File: src/rtl/cond_flag_unit_pkg.sv
// Shared constants and types for the condition/flag unit.
package cond_flag_unit_pkg;

   // Flag bit positions within the flag register.
   localparam int FLG_Z  = 0;
   localparam int FLG_N  = 1;
   localparam int FLG_C  = 2;
   localparam int FLG_V  = 3;
   localparam int FLG_GT = 4;
   localparam int FLG_LT = 5;

   // Result of decoding one condition select.
   typedef struct packed {
      logic raw;
      logic err;
   } cond_dec_t;

   // The all-ones select encodes "always true".
   function automatic int sel_always_code(input int sel_w);
      return (1 << sel_w) - 1;
   endfunction

endpackage

File: src/rtl/cond_flag_unit_reg.sv
// Flag register with per-bit masked write and set-only sticky bits.
// Exposes both the stored value and the value it takes at the next edge.
module cond_flag_reg
   import cond_flag_unit_pkg::*;
#(
   parameter int                NFLAGS      = 6,
   parameter logic [NFLAGS-1:0] STICKY_MASK = '0
) (
   input  logic              clk,
   input  logic              rst,
   input  logic [NFLAGS-1:0] flags_in,
   input  logic [NFLAGS-1:0] flags_mask,
   input  logic              flags_we,
   input  logic              sticky_clr,
   output logic [NFLAGS-1:0] q,
   output logic [NFLAGS-1:0] next
);

   logic [NFLAGS-1:0] base;

   // Next value: sticky clear is applied first so a same-cycle write of 1 wins.
   always_comb begin
      base = sticky_clr ? (q & ~STICKY_MASK) : q;
      next = base;
      if (flags_we) begin
         for (int i = 0; i < NFLAGS; i++) begin
            if (flags_mask[i])
               next[i] = STICKY_MASK[i] ? (base[i] | flags_in[i]) : flags_in[i];
         end
      end
   end

   // Flag storage.
   always_ff @(posedge clk) begin
      if (rst) q <= '0;
      else     q <= next;
   end

endmodule

File: src/rtl/cond_flag_unit.sv
// Registered branch-condition unit: flag register plus select/invert decode
// with a one-cycle result, valid strobe and illegal-select strobe.
module cond_flag_unit
   import cond_flag_unit_pkg::*;
#(
   parameter int                NFLAGS      = 6,
   parameter int                SEL_W       = 3,
   parameter logic [NFLAGS-1:0] STICKY_MASK = '0,
   parameter bit                BYPASS      = 1'b1
) (
   input  logic              clk,
   input  logic              rst,
   input  logic [NFLAGS-1:0] flags_in,
   input  logic [NFLAGS-1:0] flags_mask,
   input  logic              flags_we,
   input  logic              sticky_clr,
   input  logic              eval_req,
   input  logic [SEL_W-1:0]  cond_sel,
   input  logic              cond_inv,
   output logic [NFLAGS-1:0] flags_q,
   output logic              cond_out,
   output logic              cond_valid,
   output logic              sel_err
);

   localparam logic [SEL_W-1:0] SEL_ALWAYS = SEL_W'(sel_always_code(SEL_W));

   logic [NFLAGS-1:0] flags_next;
   logic [NFLAGS-1:0] f;
   cond_dec_t         dec;

   cond_flag_reg #(
      .NFLAGS      (NFLAGS),
      .STICKY_MASK (STICKY_MASK)
   ) u_reg (
      .clk        (clk),
      .rst        (rst),
      .flags_in   (flags_in),
      .flags_mask (flags_mask),
      .flags_we   (flags_we),
      .sticky_clr (sticky_clr),
      .q          (flags_q),
      .next       (flags_next)
   );

   // Bypass only forwards an actual write; a lone sticky_clr is seen next cycle.
   assign f = (BYPASS && flags_we) ? flags_next : flags_q;

   // Decode select: existing flag, "always", or illegal (raw 0 + error).
   always_comb begin
      dec.raw = 1'b0;
      dec.err = 1'b1;
      if (cond_sel == SEL_ALWAYS) begin
         dec.raw = 1'b1;
         dec.err = 1'b0;
      end else begin
         for (int i = 0; i < NFLAGS; i++) begin
            if (cond_sel == SEL_W'(i)) begin
               dec.raw = f[i];
               dec.err = 1'b0;
            end
         end
      end
   end

   // Result registers: strobes track eval_req, cond_out holds between evals.
   always_ff @(posedge clk) begin
      if (rst) begin
         cond_out   <= 1'b0;
         cond_valid <= 1'b0;
         sel_err    <= 1'b0;
      end else begin
         cond_valid <= eval_req;
         sel_err    <= eval_req & dec.err;
         if (eval_req) cond_out <= dec.raw ^ cond_inv;
      end
   end

endmodule

File: config.mk
export PLATFORM = sky130hd
export DESIGN_NAME = cond_flag_unit
export DESIGN_NICKNAME = d
export VERILOG_FILES = /design/src/rtl/cond_flag_unit_pkg.sv /design/src/rtl/cond_flag_unit_reg.sv /design/src/rtl/cond_flag_unit.sv
export SDC_FILE = /design/constraint.sdc
export NUM_CORES = 1
export LEC_CHECK = 0
export BUFFER_PORTS_ARGS = -buffer_cell sky130_fd_sc_hd__buf_2
export CORE_MARGIN = 10
export CORE_UTILIZATION = 29
export CTS_BUF_LIST = sky130_fd_sc_hd__clkbuf_4
export DETAILED_ROUTE_END_ITERATION = 8
export HOLD_SLACK_MARGIN = 0.03
export PLACE_DENSITY = 0.6
export SLEW_MARGIN = 20
export SYNTH_ARGS = -nofsm -noshare
export SYNTH_HDL_FRONTEND = slang
export SYNTH_HIERARCHICAL = 1
export SYNTH_SLANG_ARGS = --single-unit
File: constraint.sdc
create_clock -name clk -period 2.8 [get_ports clk]
set_input_delay 0.28 -clock clk [delete_from_list [all_inputs] [get_ports clk]]
set_output_delay 0.28 -clock clk [all_outputs]
set_load 0.03 [all_outputs]
; ---- Word-level counts from Yosys, hierarchy flattened
; Index checks and enable logic that the tools add are counted.
[word_totals]
ff_bits = 9
output_inout_bits = 9
elab_cells = 28
[op_classes]
bitwise_logic = 2
n_mux = 15
n_eq_ne = 6
reduce_logical = 1
[op_table]
columns = cell, count
row1 = $mux W2, 7
row2 = $mux W6, 2
row3 = $eq A3 B3 Y1 const B, 3
row4 = $eq A3 B2 Y1 const B, 2
row5 = $mux W1, 6
row6 = $eq A3 B1 Y1 const B, 1
row7 = $logic_not A3 Y1, 1
row8 = $and A1 B1 Y1, 1
row9 = $xor A1 B1 Y1, 1

; ---- Logic depth before layout (Yosys ltp)
[logic_depth]
word_depth = 11
ltp_mapped = 8
mapped_depth_nobuf = 7

; ---- Cells and area by module
; Netlist, hierarchy kept.
[modules_own_cells]
columns = mod, cells_per_inst, seq_area_each_um2, n_inst, area_per_inst_um2
row1 = cond_flag_reg, 31, 120.1, 1, 274.0
row2 = cond_flag_unit, 26, 60.1, 1, 251.5

; ---- Worst setup path before layout
; OpenSTA, ideal clock, no wires.
[synth_timing]
path_type = flip-flop to flip-flop
startpoint = register u_reg.q[1]
endpoint = register cond_out
setup_time_ns = 0.122
setup_slack_ns = 0.987
synth_period_minus_slack_ns = 1.813
n_path_buf = 0
required_ns = 2.678
path_stages_with_launch = 8
arrival_ns = 1.691
path_cell_list = dfxtp_1 > a21bo_1 > nand2_1 > mux4_2 > nor2b_4 > o21bai_2 > a2111oi_1 > a311o_1
[synth_via]
elab_chain_cells = 10
[synth_lines]
columns = element, line
row1 = "start, declared", cond_flag_unit_reg.sv:15  ; output logic [NFLAGS-1:0] q,
row2 = "start signal, assigned", cond_flag_unit_reg.sv:36  ; else q <= next;
row3 = $mux W1, cond_flag_unit_reg.sv:27  ; if (flags_mask[i])
row4 = $mux W6 (*), cond_flag_unit_reg.sv:25  ; if (flags_we) begin
row5 = via flags_next[1], cond_flag_unit.sv:28  ; logic [NFLAGS-1:0] flags_next;
row6 = $mux W6 (*), cond_flag_unit.sv:47  ; assign f = (BYPASS && flags_we) ? flags_next : flags_q;
row7 = $mux W2 (*) (5 in series), cond_flag_unit.sv:58  ; if (cond_sel == SEL_W'(i)) begin
row8 = $mux W2 (*), cond_flag_unit.sv:53  ; if (cond_sel == SEL_ALWAYS) begin
row9 = $xor A1 B1 Y1 (*), cond_flag_unit.sv:75  ; if (eval_req) cond_out <= dec.raw ^ cond_inv;
row10 = "end signal, assigned", cond_flag_unit.sv:75
row11 = "end, declared", cond_flag_unit.sv:21  ; output logic cond_out,
; The timed path passes the listed nets; every way through them passes the cells marked *.
; A chain may end at the register's enable or synchronous reset.

; ---- Worst setup path in the final report
; Ends and elaborated chain as after synthesis.

==> results by group <==
Clocking
  – Post-CTS setup buffer count: 0
  – Post-CTS Resized: 0
  – Root Buffer Master: clkbuf_4
  – CTS Buf Count: 3
  – CTS tree: done
  – Clock buffer depth: 2
  – Clk_lat worst skew: roughly 260 ps
  – Post-CTS Hold Fix Bufs: 0
  – Clk sink count: 9
  – CTS clk-pin slew, worst paths: ~60 ps
  – H-tree depth: 1

Hold path
  – HP Start: flags_in[3]
  – Hold Path Class: input pin to flip-flop

Worst setup path
  – CP Buf/Inv Count: 0
  – Startpoint Class: flip-flop
  – Crit path kind: flip-flop to flip-flop
  – Worst path slowest cell: mux4_2
  – Setup crit end kind: flip-flop
  – Arrival time worst endpoint: roughly 1900 ps
  – CP Max Fanout: 3
  – Worst setup startpoint: u_reg/q[1]
  – Req. time, crit path: about 3000 ps
  – CP cell instances: a21bo_1 -> nand2_1 -> mux4_2 -> nor2b_4 -> o21bai_2 -> a2111oi_1 -> a311o_1
  – Worst stage delay on the critical path: about 450 ps
  – R2R Path Start: u_reg/q[1]
  – Crit path max-delay family: compound AO/OA/AOI/OAI gates

Timing
  – Tcrit/Tclk final: between 60% and 70%
  – Final setup vio count: 0
  – Fin Setup TNS: 0 ps
  – Fin Hold WS: about 290 ps
  – Final hold viol count: 0
  – Slew margin rel.: ~78%
  – F_max: 0.571 GHz
  – Clk_skew: between 1 and 1.5 ps
  – RSZ-0062 raised after global routing: no
  – Worst-Margin Slew: around 340 ps
  – Tmin final: about 1800 ps
  – Max-slew violations: 0

Finish
  – Cell area after layout: approximately 700 µm²
  – Fillers: ~200
  – Area Overhead vs Synth: 34.0%
  – Share of layout cells above drive strength 1: about 44%
  – Antenna cell count: 0
  – Final net count: approximately 110

Detailed routing
  – WL met2: 673 µm
  – Met3 Routed Length: between 70 and 80 µm
  – Vias per std cell: approximately 4.7
  – Met1 WL: about 580 µm
  – Routed len/inst: around 12 µm
  – WL final: 1340 µm
  – Highest routing layer actually used: met4
  – Drc violations: 0
  – DRT antenna net count: 0
  – DRT Pass-1 Iters: 4
  – Vias after detailed routing: about 520
  – DRT iter0 DRCs: 15

Floorplanning
  – # rows: 15
  – Area of the die: between 3000 and 4000 µm²
  – Core area: about 1700 µm²
  – Initial Utilization: a little under a third
  – Io pins: 30
  – Die X: about 63 µm
  – Die Ht: between 60 and 70 µm

Global route
  – First-pass GRT wire length: ~2200 µm
  – GRT Total Usage: around 6.8%
  – Initial antenna violation count: 0
  – Largest net degree at the start of global routing: 19
  – Vias in the first global route: about 540
  – Gr ovfl total: 0

Synth
  – Syn Area/Cell: roughly 9 µm²
  – #FFs+latches synth: 9
  – Post-Syn Instances: 57
  – Synthesized cell area: between 500 and 600 µm²
  – Synthesized Nets: just under 80
  – Yosys cell types: 22
  – Post-synthesis sequential area ratio: approximately a third
  – Synth warn: 6

Power
  – Worst VDD drop: between 0.15 and 0.2 mV
  – Pleak: between 0.0003 and 0.0004 µW
  – Pwr Density: about 450 nW/µm²

Outcome
  – Status: finished clean

Placement
  – Post-DP HPWL: between 1000 and 1500 µm
  – Cell Area, Placed: around 670 µm²
  – I/O Buffers: 28
  – Routability Congestion: 0.666

Run
  – Max Cap Viol: 0
cells in the mapped netlist:
master,number,area share [%]
dfxtp_1,9,34
nand2_1,8,5.7
a21oi_1,6,5.7
nand3_1,6,5.7
a21bo_1,4,7.6
mux2i_1,3,5.7
nor2_1,3,2.1
a21bo_2,2,3.8
buf_6,2,4.3
nor3b_1,2,2.9
a2111oi_1,1,1.9
a211o_2,1,1.9
a311o_1,1,1.9
a311oi_1,1,1.7
inv_1,1,0.71
mux4_2,1,4.3
nand2b_1,1,1.2
nor2b_1,1,1.2
nor2b_4,1,2.6
nor3_1,1,0.95
nor4b_1,1,1.7
o21bai_2,1,2.1
flip-flops by register name, summed over array words and instances (netlist names):
signal and count:
cond_valid 1, cond_out 1, sel_err 1, u_reg/q 6
worst min-delay path, cell delays in order:
cell     delay, ps
buf_2           90
nand3_1         70
a21oi_1         60
cells in the final DEF, fill, tap and decap left out, types with 2 or more instances in the layout:
cell,count
nor2_1,3
a21bo_1,4
mux2i_1,3
clkbuf_4,4
a21bo_2,2
nor3b_1,2
nand3_1,6
nand2_1,8
buf_2,28
a21oi_1,6
dfxtp_1,9
layout make-up:
| cell class | count | area [µm²] | area share, % |
|---|---|---|---|
| sequential | 9 | 180 | 25.6 |
| clock buffer | 4 | 30.0 | 4.26 |
| inverter | 1 | 3.75 | 0.533 |
| tap | 25 | 31.3 | 4.44 |
| multi-input combinational | 45 | 319 | 45.3 |
| timing repair buffer | 28 | 140 | 19.9 |
power by group:
| group | internal, µW | switching, µW | total, µW |
|---|---|---|---|
| clock | 64.5 | 44.4 | 109 |
| sequential | 134 | 2.99 | 137 |
| combinational | 30.8 | 38.2 | 68.9 |
layer usage:
| metal | track usage, % | vias up |
|---|---|---|
| li1 | - | 272 |
| met1 | 7.46 | 228 |
| met2 | 11.3 | 20 |
| met3 | 1.43 | 2 |
| met4 | 5.03 | 0 |
| met5 | 0 | - |
through the flow:
step / setup slack, ps / util (%) / power (µW) / instances
finish: 1050 / 40.8 / 315 / 112
global route: 945 / 40.8 / 331 / 112
CTS: 1030 / 40.8 / 320 / 112
detailed placement: 763 / 39.1 / 210 / 108
global placement: 783 / 39.1 / 209 / 108
floorplan: 987 / - / 183 / 57
cell families after synthesis:
logic type / after synthesis / synth area share (%)
muxes: 4 / 10.0
DFF: 9 / 34.3
and+or+nand+nor: 24 / 24.0
AOI/OAI and AO/OA: 17 / 26.7
buffers and inverters: 3 / 5.00
path summary, 6_finish.rpt:
path	slack [ps]	cells past startpoint	end
setup / recovery	1050	7	cond_out
hold / removal	290	3	u_reg/q[3]
setup reg to reg	1050	7	cond_out
hold reg to reg	600	2	u_reg/q[3]
No activity file was read; power rests on OpenSTA's default activity.
